## src/rtl/game_link_if.sv

```systemverilog
// game_link_if
//   Bundles the front-end and Pmod link signals of the game link controller.
//   master : mouse/state-machine front end (drives cursor, buttons, link_in)
//   slave  : game_link_ctrl (drives link_out, selection, result and status)
//   Parameter ID_W sets the person ID width; the link word is ID_W+4 bits.
interface game_link_if #(
  parameter int ID_W = 4
) ();
  localparam int LW = ID_W + 4;

  logic [11:0]     xpos;
  logic [11:0]     ypos;
  logic            mouse_right;
  logic            guess_en;
  logic            compare_req;
  logic            clear;
  logic [ID_W-1:0] your_person;
  logic            rst_sys;
  logic [LW-1:0]   link_in;
  logic [LW-1:0]   link_out;
  logic [ID_W-1:0] selected_id;
  logic [1:0]      result;
  logic            result_valid;
  logic            remote_reset;
  logic            link_err;

  modport master (
    output xpos, ypos, mouse_right, guess_en, compare_req, clear,
           your_person, rst_sys, link_in,
    input  link_out, selected_id, result, result_valid, remote_reset, link_err
  );

  modport slave (
    input  xpos, ypos, mouse_right, guess_en, compare_req, clear,
           your_person, rst_sys, link_in,
    output link_out, selected_id, result, result_valid, remote_reset, link_err
  );
endinterface

```

## src/rtl/game_link_ctrl.sv

```systemverilog
// game_link_ctrl
//   Maps a right-click on a GRID_ROWS x GRID_COLS portrait grid to a guessed
//   ID, resolves the guess against the remote board's ID and exchanges IDs,
//   results and reset requests over one link word {id, result, rst_req, present_n}.
// Ports:
//   clk  - system clock
//   rst  - synchronous active-high reset
//   bus  - game_link_if.slave: cursor/buttons/game-state inputs, asynchronous
//          link_in, registered link_out, selected_id, result, result_valid,
//          remote_reset and sticky link_err
module game_link_ctrl #(
  parameter int GRID_COLS      = 3,
  parameter int GRID_ROWS      = 3,
  parameter int ID_W           = 4,
  parameter int X0             = 100,
  parameter int Y0             = 100,
  parameter int A_SIDE         = 150,
  parameter int B_SIDE         = 150,
  parameter int X_PITCH        = 200,
  parameter int Y_PITCH        = 200,
  parameter int SYNC_STAGES    = 2,
  parameter int STABLE_CYCLES  = 4,
  parameter int RESET_HOLD     = 16,
  parameter int TIMEOUT_CYCLES = 65_000_000
) (
  input logic       clk,
  input logic       rst,
  game_link_if.slave bus
);
  localparam int LW = ID_W + 4;
  localparam int SW = $clog2(STABLE_CYCLES + 1);
  localparam int TW = $clog2(TIMEOUT_CYCLES + 1);
  localparam int HW = $clog2(RESET_HOLD + 1);

  typedef enum logic [1:0] {ST_IDLE, ST_ARMED, ST_WAIT, ST_DONE} state_t;

  // Inclusive span test at 13 bits so lo+side cannot wrap for 12-bit cursors.
  function automatic logic in_span(input logic [11:0] p, input int lo, input int side);
    logic [12:0] p13;
    logic [12:0] lo13;
    logic [12:0] hi13;
    p13  = {1'b0, p};
    lo13 = 13'(lo);
    hi13 = 13'(lo + side);
    return (p13 >= lo13) && (p13 <= hi13);
  endfunction

  logic [LW-1:0]   sync_p0 [SYNC_STAGES];
  logic [LW-1:0]   cand_p1;
  logic [SW-1:0]   stab_cnt_p1;
  logic [LW-1:0]   rx_p1;
  logic            hit;
  logic [ID_W-1:0] hit_id;
  logic            click;
  logic            present;
  logic [ID_W-1:0] rx_id;
  logic [1:0]      rx_res;
  logic            mirror;
  state_t          state;
  logic [ID_W-1:0] sel_id;
  logic [1:0]      res;
  logic            res_vld;
  logic            err;
  logic [TW-1:0]   tcnt;
  logic [HW-1:0]   hold_cnt;
  logic            rst_req;
  logic            rrq_prev;
  logic            rrq_pulse;
  logic [LW-1:0]   link_out_r;

  // ---- stage p0: link input synchroniser (reset to the "absent" pattern)
  always_ff @(posedge clk) begin
    if (rst) begin
      for (int i = 0; i < SYNC_STAGES; i++) sync_p0[i] <= '1;
    end else begin
      sync_p0[0] <= bus.link_in;
      for (int i = 1; i < SYNC_STAGES; i++) sync_p0[i] <= sync_p0[i-1];
    end
  end

  // ---- stage p1: stability filter; rx follows only a word seen STABLE_CYCLES times in a row
  always_ff @(posedge clk) begin
    if (rst) begin
      cand_p1     <= '1;
      stab_cnt_p1 <= '0;
      rx_p1       <= '1;
    end else if (sync_p0[SYNC_STAGES-1] != cand_p1) begin
      cand_p1     <= sync_p0[SYNC_STAGES-1];
      stab_cnt_p1 <= SW'(1);
    end else if (stab_cnt_p1 < SW'(STABLE_CYCLES - 1)) begin
      stab_cnt_p1 <= stab_cnt_p1 + SW'(1);
    end else begin
      rx_p1 <= cand_p1;
    end
  end

  assign present = ~rx_p1[0];
  assign rx_id   = rx_p1[LW-1:4];
  assign rx_res  = rx_p1[3:2];

  // Hit-test: scanned from the highest ID down so the lowest overlapping ID wins.
  always_comb begin
    hit    = 1'b0;
    hit_id = '0;
    for (int r = GRID_ROWS - 1; r >= 0; r--) begin
      for (int c = GRID_COLS - 1; c >= 0; c--) begin
        if (in_span(bus.xpos, X0 + c * X_PITCH, A_SIDE) &&
            in_span(bus.ypos, Y0 + r * Y_PITCH, B_SIDE)) begin
          hit    = 1'b1;
          hit_id = ID_W'(r * GRID_COLS + c + 1);
        end
      end
    end
  end

  assign click  = bus.guess_en & bus.mouse_right & hit;
  // A result already decided on the remote board is adopted while we have none.
  assign mirror = present && (rx_res == 2'b10 || rx_res == 2'b01) && (res == 2'b00);

  // ---- stage p2: guess FSM
  always_ff @(posedge clk) begin
    if (rst) begin
      state   <= ST_IDLE;
      sel_id  <= '0;
      res     <= 2'b00;
      res_vld <= 1'b0;
      err     <= 1'b0;
      tcnt    <= '0;
    end else begin
      res_vld <= 1'b0;
      if (bus.clear) begin
        state  <= ST_IDLE;
        sel_id <= '0;
        res    <= 2'b00;
        err    <= 1'b0;
        tcnt   <= '0;
      end else begin
        case (state)
          ST_IDLE: begin
            if (mirror) begin
              res     <= rx_res;
              res_vld <= 1'b1;
              state   <= ST_DONE;
            end else if (click) begin
              sel_id <= hit_id;
              state  <= ST_ARMED;
            end
          end
          ST_ARMED: begin
            if (mirror) begin
              res     <= rx_res;
              res_vld <= 1'b1;
              state   <= ST_DONE;
            end else begin
              if (click) sel_id <= hit_id;
              // WAIT reads sel_id a cycle later, so a same-cycle click is honoured.
              if (bus.compare_req) begin
                tcnt  <= '0;
                state <= ST_WAIT;
              end
            end
          end
          ST_WAIT: begin
            if (present) begin
              res     <= (rx_id == sel_id) ? 2'b10 : 2'b01;
              res_vld <= 1'b1;
              state   <= ST_DONE;
            end else if (tcnt == TW'(TIMEOUT_CYCLES - 1)) begin
              err   <= 1'b1;
              tcnt  <= '0;
              state <= ST_ARMED;
            end else begin
              tcnt <= tcnt + TW'(1);
            end
          end
          ST_DONE: ;
          default: state <= ST_IDLE;
        endcase
      end
    end
  end

  // ---- stage p2: reset-request hold, remote reset edge, outgoing link word
  assign rst_req = (hold_cnt != '0);

  always_ff @(posedge clk) begin
    if (rst) begin
      hold_cnt   <= '0;
      rrq_prev   <= 1'b0;
      rrq_pulse  <= 1'b0;
      link_out_r <= '0;
    end else begin
      if (bus.rst_sys)     hold_cnt <= HW'(RESET_HOLD);
      else if (rst_req)    hold_cnt <= hold_cnt - HW'(1);
      rrq_prev   <= present & rx_p1[1];
      rrq_pulse  <= present & rx_p1[1] & ~rrq_prev;
      link_out_r <= {bus.your_person, res, rst_req, 1'b0};
    end
  end

  assign bus.link_out     = link_out_r;
  assign bus.selected_id  = sel_id;
  assign bus.result       = res;
  assign bus.result_valid = res_vld;
  assign bus.remote_reset = rrq_pulse;
  assign bus.link_err     = err;
endmodule

```

## src/flat_wrapper.sv

```systemverilog
// flat-port wrapper written by rule: the top's interface ports become plain ports
module game_link_ctrl_flat 
#(
  parameter int GRID_COLS      = 3,
  parameter int GRID_ROWS      = 3,
  parameter int ID_W           = 4,
  parameter int X0             = 100,
  parameter int Y0             = 100,
  parameter int A_SIDE         = 150,
  parameter int B_SIDE         = 150,
  parameter int X_PITCH        = 200,
  parameter int Y_PITCH        = 200,
  parameter int SYNC_STAGES    = 2,
  parameter int STABLE_CYCLES  = 4,
  parameter int RESET_HOLD     = 16,
  parameter int TIMEOUT_CYCLES = 65_000_000
)
  (clk, rst, bus_xpos, bus_ypos, bus_mouse_right, bus_guess_en, bus_compare_req, bus_clear, bus_your_person, bus_rst_sys, bus_link_in, bus_link_out, bus_selected_id, bus_result, bus_result_valid, bus_remote_reset, bus_link_err);
  game_link_if #(.ID_W(ID_W)) bus_i ();
  input logic clk;
  input logic rst;
  input wire logic [$bits(bus_i.xpos)-1:0] bus_xpos;
  input wire logic [$bits(bus_i.ypos)-1:0] bus_ypos;
  input wire logic [$bits(bus_i.mouse_right)-1:0] bus_mouse_right;
  input wire logic [$bits(bus_i.guess_en)-1:0] bus_guess_en;
  input wire logic [$bits(bus_i.compare_req)-1:0] bus_compare_req;
  input wire logic [$bits(bus_i.clear)-1:0] bus_clear;
  input wire logic [$bits(bus_i.your_person)-1:0] bus_your_person;
  input wire logic [$bits(bus_i.rst_sys)-1:0] bus_rst_sys;
  input wire logic [$bits(bus_i.link_in)-1:0] bus_link_in;
  output wire logic [$bits(bus_i.link_out)-1:0] bus_link_out;
  output wire logic [$bits(bus_i.selected_id)-1:0] bus_selected_id;
  output wire logic [$bits(bus_i.result)-1:0] bus_result;
  output wire logic [$bits(bus_i.result_valid)-1:0] bus_result_valid;
  output wire logic [$bits(bus_i.remote_reset)-1:0] bus_remote_reset;
  output wire logic [$bits(bus_i.link_err)-1:0] bus_link_err;
  assign bus_i.xpos = bus_xpos;
  assign bus_i.ypos = bus_ypos;
  assign bus_i.mouse_right = bus_mouse_right;
  assign bus_i.guess_en = bus_guess_en;
  assign bus_i.compare_req = bus_compare_req;
  assign bus_i.clear = bus_clear;
  assign bus_i.your_person = bus_your_person;
  assign bus_i.rst_sys = bus_rst_sys;
  assign bus_i.link_in = bus_link_in;
  assign bus_link_out = bus_i.link_out;
  assign bus_selected_id = bus_i.selected_id;
  assign bus_result = bus_i.result;
  assign bus_result_valid = bus_i.result_valid;
  assign bus_remote_reset = bus_i.remote_reset;
  assign bus_link_err = bus_i.link_err;
  game_link_ctrl #(.GRID_COLS(GRID_COLS), .GRID_ROWS(GRID_ROWS), .ID_W(ID_W), .X0(X0), .Y0(Y0), .A_SIDE(A_SIDE), .B_SIDE(B_SIDE), .X_PITCH(X_PITCH), .Y_PITCH(Y_PITCH), .SYNC_STAGES(SYNC_STAGES), .STABLE_CYCLES(STABLE_CYCLES), .RESET_HOLD(RESET_HOLD), .TIMEOUT_CYCLES(TIMEOUT_CYCLES)) u_core (.clk(clk), .rst(rst), .bus(bus_i));
endmodule
```

## config.mk

```make
export PLATFORM = sky130hd
export DESIGN_NAME = game_link_ctrl_flat
export DESIGN_NICKNAME = d
export VERILOG_FILES = /design/src/rtl/game_link_if.sv /design/src/rtl/game_link_ctrl.sv /design/src/flat_wrapper.sv
export SDC_FILE = /design/constraint.sdc
export NUM_CORES = 1
export LEC_CHECK = 0
export CAP_MARGIN = 10
export CORE_ASPECT_RATIO = 0.6
export CORE_MARGIN = 1
export CORE_UTILIZATION = 45
export CTS_BUF_LIST = sky130_fd_sc_hd__clkbuf_2 sky130_fd_sc_hd__clkbuf_4 sky130_fd_sc_hd__clkbuf_8
export CTS_CLUSTER_SIZE = 14
export DETAILED_ROUTE_END_ITERATION = 8
export HOLD_SLACK_MARGIN = 0.05
export PLACE_DENSITY = 0.71
export SYNTH_ARGS = -nofsm -noshare
export SYNTH_HDL_FRONTEND = slang
export SYNTH_SLANG_ARGS = --single-unit
```

## constraint.sdc

```tcl
create_clock -name clk -period 4.5 [get_ports clk]
set_clock_uncertainty 0.05 [all_clocks]
set_input_delay 0.9 -clock clk [delete_from_list [all_inputs] [get_ports clk]]
set_output_delay 0.9 -clock clk [all_outputs]
set_load 0.02 [all_outputs]
```

== Yosys cells after proc, flatten, opt, wreduce, memory -nomap -nowiden ==
Memories as Yosys holds them, arrays and structs flattened.
Index checks and enable logic that the tools add are counted.
Cells by class
  add/sub/neg operators: 3
  reduce and logical (&&, ||, !) cells: 36
  equal/unequal tests: 15
  bitwise logic cells: 11
  muxes and demuxes: 46
  order comparisons: 13
Operator list (number)
  26-bit two-way mux: 4
  26-bit one-hot mux with 2 select lines: 1
  12-bit by 9-bit greater-or-equal comparator with 1-bit output, second input constant: 4
  4-bit two-way mux: 9
  26-bit by 1-bit adder with 26-bit output, second input constant: 1
  26-bit equality test, second input constant: 1
  12-bit by 7-bit greater-or-equal comparator with 1-bit output, second input constant: 2
  12-bit by 10-bit less-or-equal comparator with 1-bit output, second input constant: 2
  12-bit by 8-bit less-or-equal comparator with 1-bit output, second input constant: 2
  12-bit by 9-bit less-or-equal comparator with 1-bit output, second input constant: 2
  2-bit two-way mux: 9
  1-bit logical AND: 17
  1-bit two-way mux: 16
  8-bit two-way mux: 2
  5-bit two-way mux: 2
  3-bit AND reduction: 3
  8-bit inequality test: 1
  4-bit AND reduction: 2
  2-bit nonzero test: 4
  2-bit OR reduction: 4
  2-bit inequality test, second input constant: 3
  2-bit one-hot mux with 3 select lines: 1
  1-bit inverter: 5
  5-bit nonzero test: 1
  18 further kinds: 26
Storage, ports and cells
  bits in writable memories: 16
  output and inout bits: 17
  word-level logic and storage cells: 141
  register bits after elaboration: 70
  memories kept: 1
  bits of input ports: 43
Memory list
  u_core.sync_p0: depth 2, bits a word 8, read ports 2, clocked after memory_dff 0, wr ports 2, line game_link_ctrl.sv:48  | logic [LW-1:0] sync_p0 [SYNC_STAGES];

== Depth between registers and ports, before layout ==
Gate-level depths: netlist (run 1).
  depth after elaboration: 16
  mapped depth: 10
  gate-level depth less buffers: 9

== Worst setup path after synthesis (run 1) ==
No wires, ideal clock.
  kind: input to register
  start: in bus_ypos[4]
  end: reg u_core.sel_id[0] (netlist: u_core.bus.selected_id[0])
  stages on the path: 7
  data required time: 4.334 ns
  slack: 1.501 ns
  path buffers: 0
  setup time: 0.116 ns
  arrival: 2.832 ns
  cells stage by stage: or3_1 a211o_1 a2111oi_4 o311ai_2 a211oi_4 o221ai_1 o211a_1
On the way
  word-level cells in the longest chain between the ends: 14
  elaborated cells on any way between the ends: 38
  classes of those cells: order compare (6); mux (18); bitwise (1); reduce/logical (13)
Ends and longest elaborated chain
  start: declaration: line flat_wrapper.sv:23  | input wire logic [$bits(bus_i.ypos)-1:0] bus_ypos;
  12-bit by 9-bit greater-or-equal comparator with 1-bit output or 12-bit by 10-bit less-or-equal comparator with 1-bit output (tied branches): line game_link_ctrl.sv:45  | return (p13 >= lo13) && (p13 <= hi13);
  1-bit logical AND: line game_link_ctrl.sv:45
  1-bit logical AND: line game_link_ctrl.sv:107  | if (in_span(bus.xpos, X0 + c * X_PITCH, A_SIDE) &&
  1-bit two-way mux (9 in series): line game_link_ctrl.sv:107
  1-bit AND: line game_link_ctrl.sv:116  | assign click = bus.guess_en & bus.mouse_right & hit;
  3-bit AND reduction (no line)
  end signal: assignment: line game_link_ctrl.sv:145  | sel_id <= hit_id;
  end signal: assignment: line game_link_ctrl.sv:155  | if (click) sel_id <= hit_id;
  end: declaration: line game_link_ctrl.sv:60  | logic [ID_W-1:0] sel_id;
Several ways; a longest one is shown, not always the timed one.
A chain may end at the register's enable or synchronous reset.

== Final worst setup path (run 1) ==
Same ends and word-level chain as after synthesis.

==> impl_metrics.toml, run 1 <==
[run_status]
status = "completed"

[route]
wl_per_cell_um = 13.5
routed_wl_um = 8060
drc = 0
ant_nets = 0
drtIter0Drc = 232
viasPerCell = 5.24
vias = 3130
firstDrtPassIters = 4

[setup_path]
crit_fanout = 6
crit_arrival_ns = 3.53
start_kind = "input port"
crit_path_end_kind = "flop"
crit_type = "input port to flop"
critPathRequiredTime_ns = 4.72

[clock_tree]
cts_hold_buf = 0
cts_buffers = 9
cts_max_path_buffers = 2
clock_sinks = 85
cts_tree = "done"
post_cts_buffers = 0
clk_latency_ns = 0.37
clkTransAtPathRegs_ns = 0.08
ctsRootBufferMaster = "clkbuf_8"
cts-resized-gates = 0
htreeDepth = 3

[finish]
seq_area_mm2 = 0.00170
layout-drive-gt1-share_pct = 10.2
diodes = 0
multiInputGateArea_mm2 = 0.00206
instances_no_fill = 597
fillers = 726
area_delta_synth_final_pct = 23.2
fin_nets = 535

[floorplan]
core-area_mm2 = 0.00807
num_rows = 25
io-pin-count = 60
die_w_um = 121
start_util_pct = 47.8
die_area_mm2 = 0.00895
fp.dieH_um = 73.7

[sta]
worst_slack_ns = 1.19
rsz0062_at_grt = "no"
hold_ws_ns = 0.349
worst_slew_pin_slew_ns = 0.957
hold_violations = 0
max_freq_mhz = 302
drv_slew = 0
slew_headroom_pct = 36.0
setup_viol_count_final = 0
min_period_ns = 3.31
fin_setup_tns_ns = 0
timing.final.crit_share_pct = 73.6

[yosys]
yosys-top-cells-area = "dfxtp_1 44%, xor2_1 5.7%, nor2_1 5.4%, or2_2 4.2%, xnor2_1 3.4%"
ys_seq_area_share_pct = 44.1
synth_edf_count = 0
syn_avg_cell_area_um2 = 9.03
synth_top_area_share_pct = 44.1
synth_cell_types = 54
yosysWarnings = 0
synth.net_count = 478
synthArstFlopShare_pct = 0
ys.flop_type = "dfxtp_1"
synth_top_cell_by_area = "dfxtp_1"
ys_seq_elements = 85
syn-cell-area_mm2 = 0.00385
syn_inst = 427

[place]
io_buffers = 58
placedCellCount = 581
routabilityCongestion = 0.866
place_ws_ns = 0.826
hpwl_um = 5880

[power_and_ir_drop]
powerDensity_mw_per_mm2 = 326
max-vdd-ir-drop_uv = 140
p_leak_nw = 1.61
p_total_mw = 1.55

[global_route]
overflow = 0
grt_usage_pct = 19.0
grt_start_max_net_pins = 49
grt_pass1_vias = 2694
antenna_found_initial = 0
grt_pass1_wl_um = 12900

[min_path]
min_path_type = "flop to flop"

[run]
cap_violations = 0
-- worst max-delay path: stages --
cell and delay (ns):
clkdlybuf4s50_1 0.47, or3_1 0.41, a211o_1 0.35, a2111oi_4 0.47
o311ai_2 0.19, a211oi_4 0.37, o221ai_1 0.19, o211a_1 0.16
-- cell usage after synthesis, drive strengths merged, types with 2 or more instances --
library cell / n
inv: 11
a211oi: 9
dfxtp: 85
nand2: 34
a21oi: 14
o21bai: 2
o211ai: 3
mux2i: 5
or2: 26
nand2b: 6
or3: 5
nor4: 6
nor2: 55
a31oi: 5
ha: 8
nor3b: 2
xnor2: 15
nand3: 7
and3: 4
nor4bb: 2
and3b: 2
a311o: 2
nand4: 10
a21o: 3
nand3b: 3
xor2: 25
nor3: 9
nor2b: 17
nor4b: 4
a211o: 10
clkbuf: 11
a2111oi: 2
buf: 3
o21ai: 6
-- state kept, by name, summed over array words and instances, names as in the netlist --
signal,count
u_core.bus.selected_id,4
u_core.rrq_prev,1
u_core.bus.remote_reset,1
u_core.stab_cnt_p1,3
u_core.sync_p0,16
u_core.rx_p1,8
u_core.cand_p1,8
u_core.bus.result_valid,1
u_core.bus.link_err,1
u_core.state,2
u_core.bus.result,2
u_core.hold_cnt,5
u_core.bus.link_out,7
u_core.tcnt,26
-- per-stage QoR --
stage                     util (%)  cell area (um^2)
final                         58.9              4750
after global routing          58.9              4750
after CTS                     58.9              4750
after detailed placement      56.1              4530
after global placement        56.1              4530
after floorplan                  -              3850
-- cells in the final DEF, fill, tap and decap left out, types with 11 or more instances in the layout --
cell / instances
a21oi_1: 14
clkdlybuf4s50_1: 58
dfxtp_1: 85
inv_1: 11
nand2_1: 34
nor2_1: 55
nor2b_1: 17
or2_2: 26
xnor2_1: 15
xor2_1: 25
-- per-layer routing --
metal	track usage [%]	up-vias	part of all wire (%)
met2	27.0	87	41
met4	7.41	0	1.3
met1	26.0	1436	51
met5	0	-	0
li1	-	1596	-
met3	6.83	11	6.8
-- cell type report --
class | instances | area share (%)
Multi-Input combinational cell | 317 | 43.3
Timing Repair Buffer | 60 | 12.5
Clock inverter | 7 | 2.05
Clock buffer | 9 | 2.61
Tap cell | 108 | 2.84
Sequential cell | 85 | 35.8
Inverter | 11 | 0.869
-- logic make-up after synthesis --
group | Yosys count | share of synthesized area [%]
adder cells (fa/ha/maj) | 8 | 2.60
buffers and inverters | 25 | 2.53
flip-flops | 85 | 44.1
XOR/XNOR | 40 | 9.09
AO/OA/AOI/OAI | 65 | 13.0
multiplexers | 6 | 1.69
other | 1 | 0.0973
AND/OR/NAND/NOR | 197 | 26.9
-- final timing paths --
| kind | start | slack (ns) | cells past startpoint | endpoint |
|---|---|---|---|---|
| hold reg to reg | u_core.rrq_prev | 0.35 | 1 | u_core.bus.remote_reset |
| setup / recovery | bus_ypos[4] | 1.19 | 8 | u_core.bus.selected_id[0] |
| hold / removal | u_core.rrq_prev | 0.35 | 1 | u_core.bus.remote_reset |
| setup reg to reg | u_core.state[0] | 1.63 | 9 | u_core.tcnt[25] |
-- power breakdown --
group / total, mW / leakage [nW] / internal (mW) / switching [mW]
logic: 0.159 / 0.812 / 0.0827 / 0.0764
clock network: 0.602 / 0.106 / 0.315 / 0.286
registers: 0.787 / 0.693 / 0.774 / 0.0131
No activity file was read; power rests on OpenSTA's default activity.
==> inputs of run 2 (changes only) <==
Settings changed: PLACE_DENSITY 0.71 to 0.73.
Clock period 4.5 ns to 3 ns, I/O delays scaled along.
==> run 2 against run 1 <==
  * Power grew 39%
  * Worst hold slack lost 0.015 ns
  * Sequential cell count is the same
  * Combinational power grew 54%
  * Sequential share of layout area shrank 0.53 points
  * Count of clock-buffer cells in the layout grew 4
  * Via count grew 1.3%
  * Global-route usage shrank 0.25 points
==> impl_metrics.toml, run 2 (synthesis results as in run 1) <==
[run_status]
status = "completed"

[global_route]
grt_pass1_wl_um = 13100
overflow = 0
grt_start_max_net_pins = 48
grt_pass1_vias = 2784
grt_usage_pct = 18.8
antenna_found_initial = 0

[clock_tree]
ctsRootBufferMaster = "clkbuf_8"
post_cts_buffers = 0
cts_tree = "done"
htreeDepth = 3
clkTransAtPathRegs_ns = 0.08
cts_hold_buf = 0
clock_sinks = 85
clk_latency_ns = 0.35
cts_max_path_buffers = 2
cts_buffers = 9

[finish]
largest_reg_flops = 26
fin_nets = 550
final_cell_mix = "85 x dfxtp_1, 58 x clkdlybuf4s50_1, 55 x nor2_1"
area_delta_synth_final_pct = 25.1
layout-drive-gt1-share_pct = 13.1
final_common_cell = "dfxtp_1"
reg.largest.list = "u_core.tcnt: 26 flops, u_core.sync_p0: 16 flops"
fillers = 707
regMostFlops = "u_core.tcnt"
diodes = 0

[sta]
timing.final.crit_share_pct = 96.2
hold_violations = 0
min_period_ns = 2.89
drv_slew = 0
worst_slew_pin_slew_ns = 0.623
max_freq_mhz = 346
slew_headroom_pct = 58.1
rsz0062_at_grt = "no"
fin_setup_tns_ns = 0
setup_viol_count_final = 0

[min_path]
hold_depth = 1
min_path_type = "flop to flop"

[power_and_ir_drop]
p_leak_nw = 1.66
powerDensity_mw_per_mm2 = 446
max-vdd-ir-drop_uv = 203
p_total_mw = 2.15

[setup_path]
critPathRequiredTime_ns = 3.19
crit_fanout = 5
crit_path_end_kind = "flop"
crit_type = "input port to flop"
slowest_stage = "clkdlybuf4s50_1"
start_kind = "input port"
cpPeakStageDelay_ns = 0.53
crit_chain = "clkdlybuf4s50_1 -> nand4_1 -> or4b_4 -> a2111oi_4 -> o311ai_2 -> a211oi_4 -> buf_4 -> mux2i_1 -> nor2_1"
reg2reg_depth = 9
crit_arrival_ns = 3.07

[route]
viasPerCell = 5.18
ant_nets = 0
routed_wl_um = 7870
drc = 0
drtIter0Drc = 266
firstDrtPassIters = 4
wl_per_cell_um = 12.9
vias = 3172

[floorplan]
start_util_pct = 47.8
core-area_mm2 = 0.00807
num_rows = 25
die_w_um = 121
die_area_mm2 = 0.00895
fp.dieH_um = 73.7
io-pin-count = 60

[place]
hpwl_um = 5970
routabilityCongestion = 0.882
io_buffers = 58

[run]
cap_violations = 0
## run 2: layout make-up
cell class	count	area (um^2)	area share (%)
Inverter	11	41.3	0.856
Tap cell	108	135	2.80
Sequential cell	85	1700	35.3
Multi-Input combinational cell	317	2060	42.7
Clock inverter	3	22.5	0.467
Timing Repair Buffer	75	708	14.7
Clock buffer	13	154	3.19
## run 2: path summary, 6_finish.rpt
kind / endpoint / slack [ns] / start
setup / recovery: u_core.bus.selected_id[2] / 0.11 / bus_ypos[4]
hold / removal: u_core.bus.remote_reset / 0.33 / u_core.rrq_prev
setup reg to reg: u_core.tcnt[25] / 0.53 / u_core.state[0]
hold reg to reg: u_core.bus.remote_reset / 0.33 / u_core.rrq_prev
## run 2: where the power goes
part / internal (mW) / total, mW / switching [mW] / leakage (nW)
Combinational: 0.132 / 0.245 / 0.113 / 0.886
Sequential: 1.16 / 1.18 / 0.0192 / 0.693
Clock: 0.338 / 0.726 / 0.388 / 0.0836
## run 2: through the flow
stage	instances	instance area, um^2	hold WS, ns	utilization [%]	setup WS [ns]
6_report	612	4820	0.334	59.8	0.114
5_1_grt	612	4820	0.349	59.8	0.00220
4_1_cts	612	4820	0.333	59.7	0.0706
3_5_place_dp	596	4640	0.321	57.5	-0.301
3_3_place_gp	596	4640	0.322	57.5	-0.213
2_1_floorplan	427	3850	0.317	-	0.301
## run 2: worst max-delay path, delay by kind of cell
kind / cells / cell delay (ns)
AO/OA/AOI/OAI: 3 / 0.86
multiplexers: 1 / 0.19
AND/OR/NAND/NOR: 3 / 0.71
buffers and inverters: 2 / 0.71
## run 2: what timing repair did
item                                   CTS  global route
setup endpoints to repair                0             2
endpoints found under the hold margin    0             0
resized for setup                        0             1
## run 2: layer usage
layer	vias to the layer above	GRT usage (%)	routed length, um
li1	1619	-	-
met1	1446	27.0	3990
met2	98	26.5	3190
met3	9	5.75	597
met4	0	5.76	89
met5	-	0	0
==> inputs of run 3 (changes only) <==
Settings changed: DONT_BUFFER_PORTS set to 1, PLACE_DENSITY 0.73 to 0.64.
==> run 3 against run 2 <==
  * Sequential power about the same
  * Sequential cell count unchanged
  * Largest cell class unchanged
  * Worst hold slack worse by 0.084 ns
  * Sequential share of layout area is 5.2 points higher
  * Routed wire length decreased by 3.8%
  * Design area fell by 13%
  * Critical path type unchanged
==> impl_metrics.toml, run 3 (synthesis results as in run 1) <==
[run_status]
status = "completed"

[setup_path]
reg2reg_slack_ns = 0.50
crit_arrival_ns = 2.71
crit_fanout = 5
r2r-end = "u_core.tcnt[25]"
r2r-start = "u_core.state[1]"
crit_path_end_kind = "flop"
reg2reg_depth = 8
critPathRequiredTime_ns = 3.20
crit_type = "input port to flop"
start_kind = "input port"

[min_path]
whs_endpoint = "u_core.hold_cnt[4]"
min_path_type = "input port to flop"
hold_depth = 1
min_from = "rst"

[sta]
hold_violations = 0
setup_viol_count_final = 0
drv_slew = 0
fin_setup_tns_ns = 0
max_freq_mhz = 399
worst_slack_ns = 0.495
timing.final.crit_share_pct = 83.5
worst_slew_pin_slew_ns = 0.682
rsz0062_at_grt = "no"
slew_headroom_pct = 53.9
min_period_ns = 2.50

[route]
vias = 2883
firstDrtPassIters = 4
routed_wl_um = 7570
drtIter0Drc = 145
viasPerCell = 5.31
ant_nets = 0
drc = 0
wl_per_cell_um = 13.9

[floorplan]
core-area_mm2 = 0.00807
start_util_pct = 47.8
die_area_mm2 = 0.00895
fp.dieH_um = 73.7
num_rows = 25
die_w_um = 121
io-pin-count = 60

[finish]
reg.largest.list = "u_core.tcnt: 26 flops, u_core.sync_p0: 16 flops"
diodes = 0
fin_nets = 481
final_cell_mix = "85 x dfxtp_1, 55 x nor2_1, 34 x nand2_1"
fillers = 774
layout-drive-gt1-share_pct = 12.4
final_common_cell = "dfxtp_1"
area_delta_synth_final_pct = 8.89
instances_no_fill = 543
largest_reg_flops = 26
regMostFlops = "u_core.tcnt"

[power_and_ir_drop]
p_sw_uw = 506
p_leak_nw = 1.42
pwr-share-clk_pct = 40.0
powerDensity_mw_per_mm2 = 527
max-vdd-ir-drop_uv = 231
seqPwrFrac_pct = 53.7
p_sw_share_pct = 22.9
p_int_mw = 1.71
p_comb_share_pct = 6.3

[global_route]
overflow = 0
grt_usage_pct = 18.6
grt_pass1_wl_um = 12700
antenna_found_initial = 0
grt_start_max_net_pins = 49
grt_pass1_vias = 2674

[place]
hpwl_um = 5640
place_ws_ns = 0.0999
io_buffers = 0
placedCellCount = 527
routabilityCongestion = 0.791

[clock_tree]
ctsRootBufferMaster = "clkbuf_8"
cts_hold_buf = 0
clock_sinks = 85
clkTransAtPathRegs_ns = 0.08
htreeDepth = 3
clk_latency_ns = 0.36
cts_buffers = 9
cts-resized-gates = 0
cts_tree = "done"
post_cts_buffers = 0
cts_max_path_buffers = 2

[run]
cap_violations = 0
-- run 3: cell type report --
cell class | instances | area [um^2] | area share, %
sequential | 85 | 1700 | 40.5
timing repair buffer | 6 | 45.0 | 1.07
multi-input combinational | 317 | 2060 | 49.0
clock inverter | 6 | 87.6 | 2.09
tap | 108 | 135 | 3.22
inverter | 11 | 41.3 | 0.984
clock buffer | 10 | 131 | 3.13
-- run 3: power by group through the flow --
stage / sequential (mW) / combinational (mW) / clock [mW]
finish: 1.19 / 0.140 / 0.885
global route: 1.19 / 0.160 / 0.954
global placement: 1.21 / 0.136 / 0
floorplan: 1.21 / 0.126 / 0
detailed placement: 1.21 / 0.140 / 0
CTS: 1.19 / 0.140 / 0.913
-- run 3: per-layer routing --
metal	track usage, %	vias up	routed length, um
li1	-	1480	-
met1	25.9	1313	4010
met2	25.8	82	2910
met3	7.30	8	564
met4	6.58	0	88
met5	0	-	0
-- run 3: how the worst max path moves through the flow --
stage               cells past startpoint             from  slack, ns                        end
floorplan                               7      bus_ypos[4]       0.30  u_core.bus.selected_id[0]
global placement                        7      bus_ypos[4]       0.18  u_core.bus.selected_id[0]
detailed placement                      7      bus_ypos[4]        0.1            u_core.state[0]
CTS                                     7      bus_ypos[4]       0.48            u_core.state[0]
global route                            8  u_core.state[1]       0.31            u_core.tcnt[25]
finish                                  7      bus_ypos[4]       0.50            u_core.state[0]
-- run 3: worst max-delay path, cell delays in order --
cell	delay, ns
or3_1	0.38
a211o_1	0.34
a2111oi_4	0.48
o311ai_2	0.20
a211oi_1	0.27
nor2b_1	0.12
mux2_4	0.31
-- run 3: metrics by stage --
stage / total power [mW] / hold slack, ns / instance area, um^2 / util [%]
3_3_place_gp: 1.35 / 0.322 / 3980 / 49.3
4_1_cts: 2.24 / 0.233 / 4200 / 52.0
2_1_floorplan: 1.34 / 0.317 / 3850 / -
5_1_grt: 2.31 / 0.230 / 4200 / 52.0
6_report: 2.21 / 0.250 / 4200 / 52.0
3_5_place_dp: 1.35 / 0.333 / 3980 / 49.3
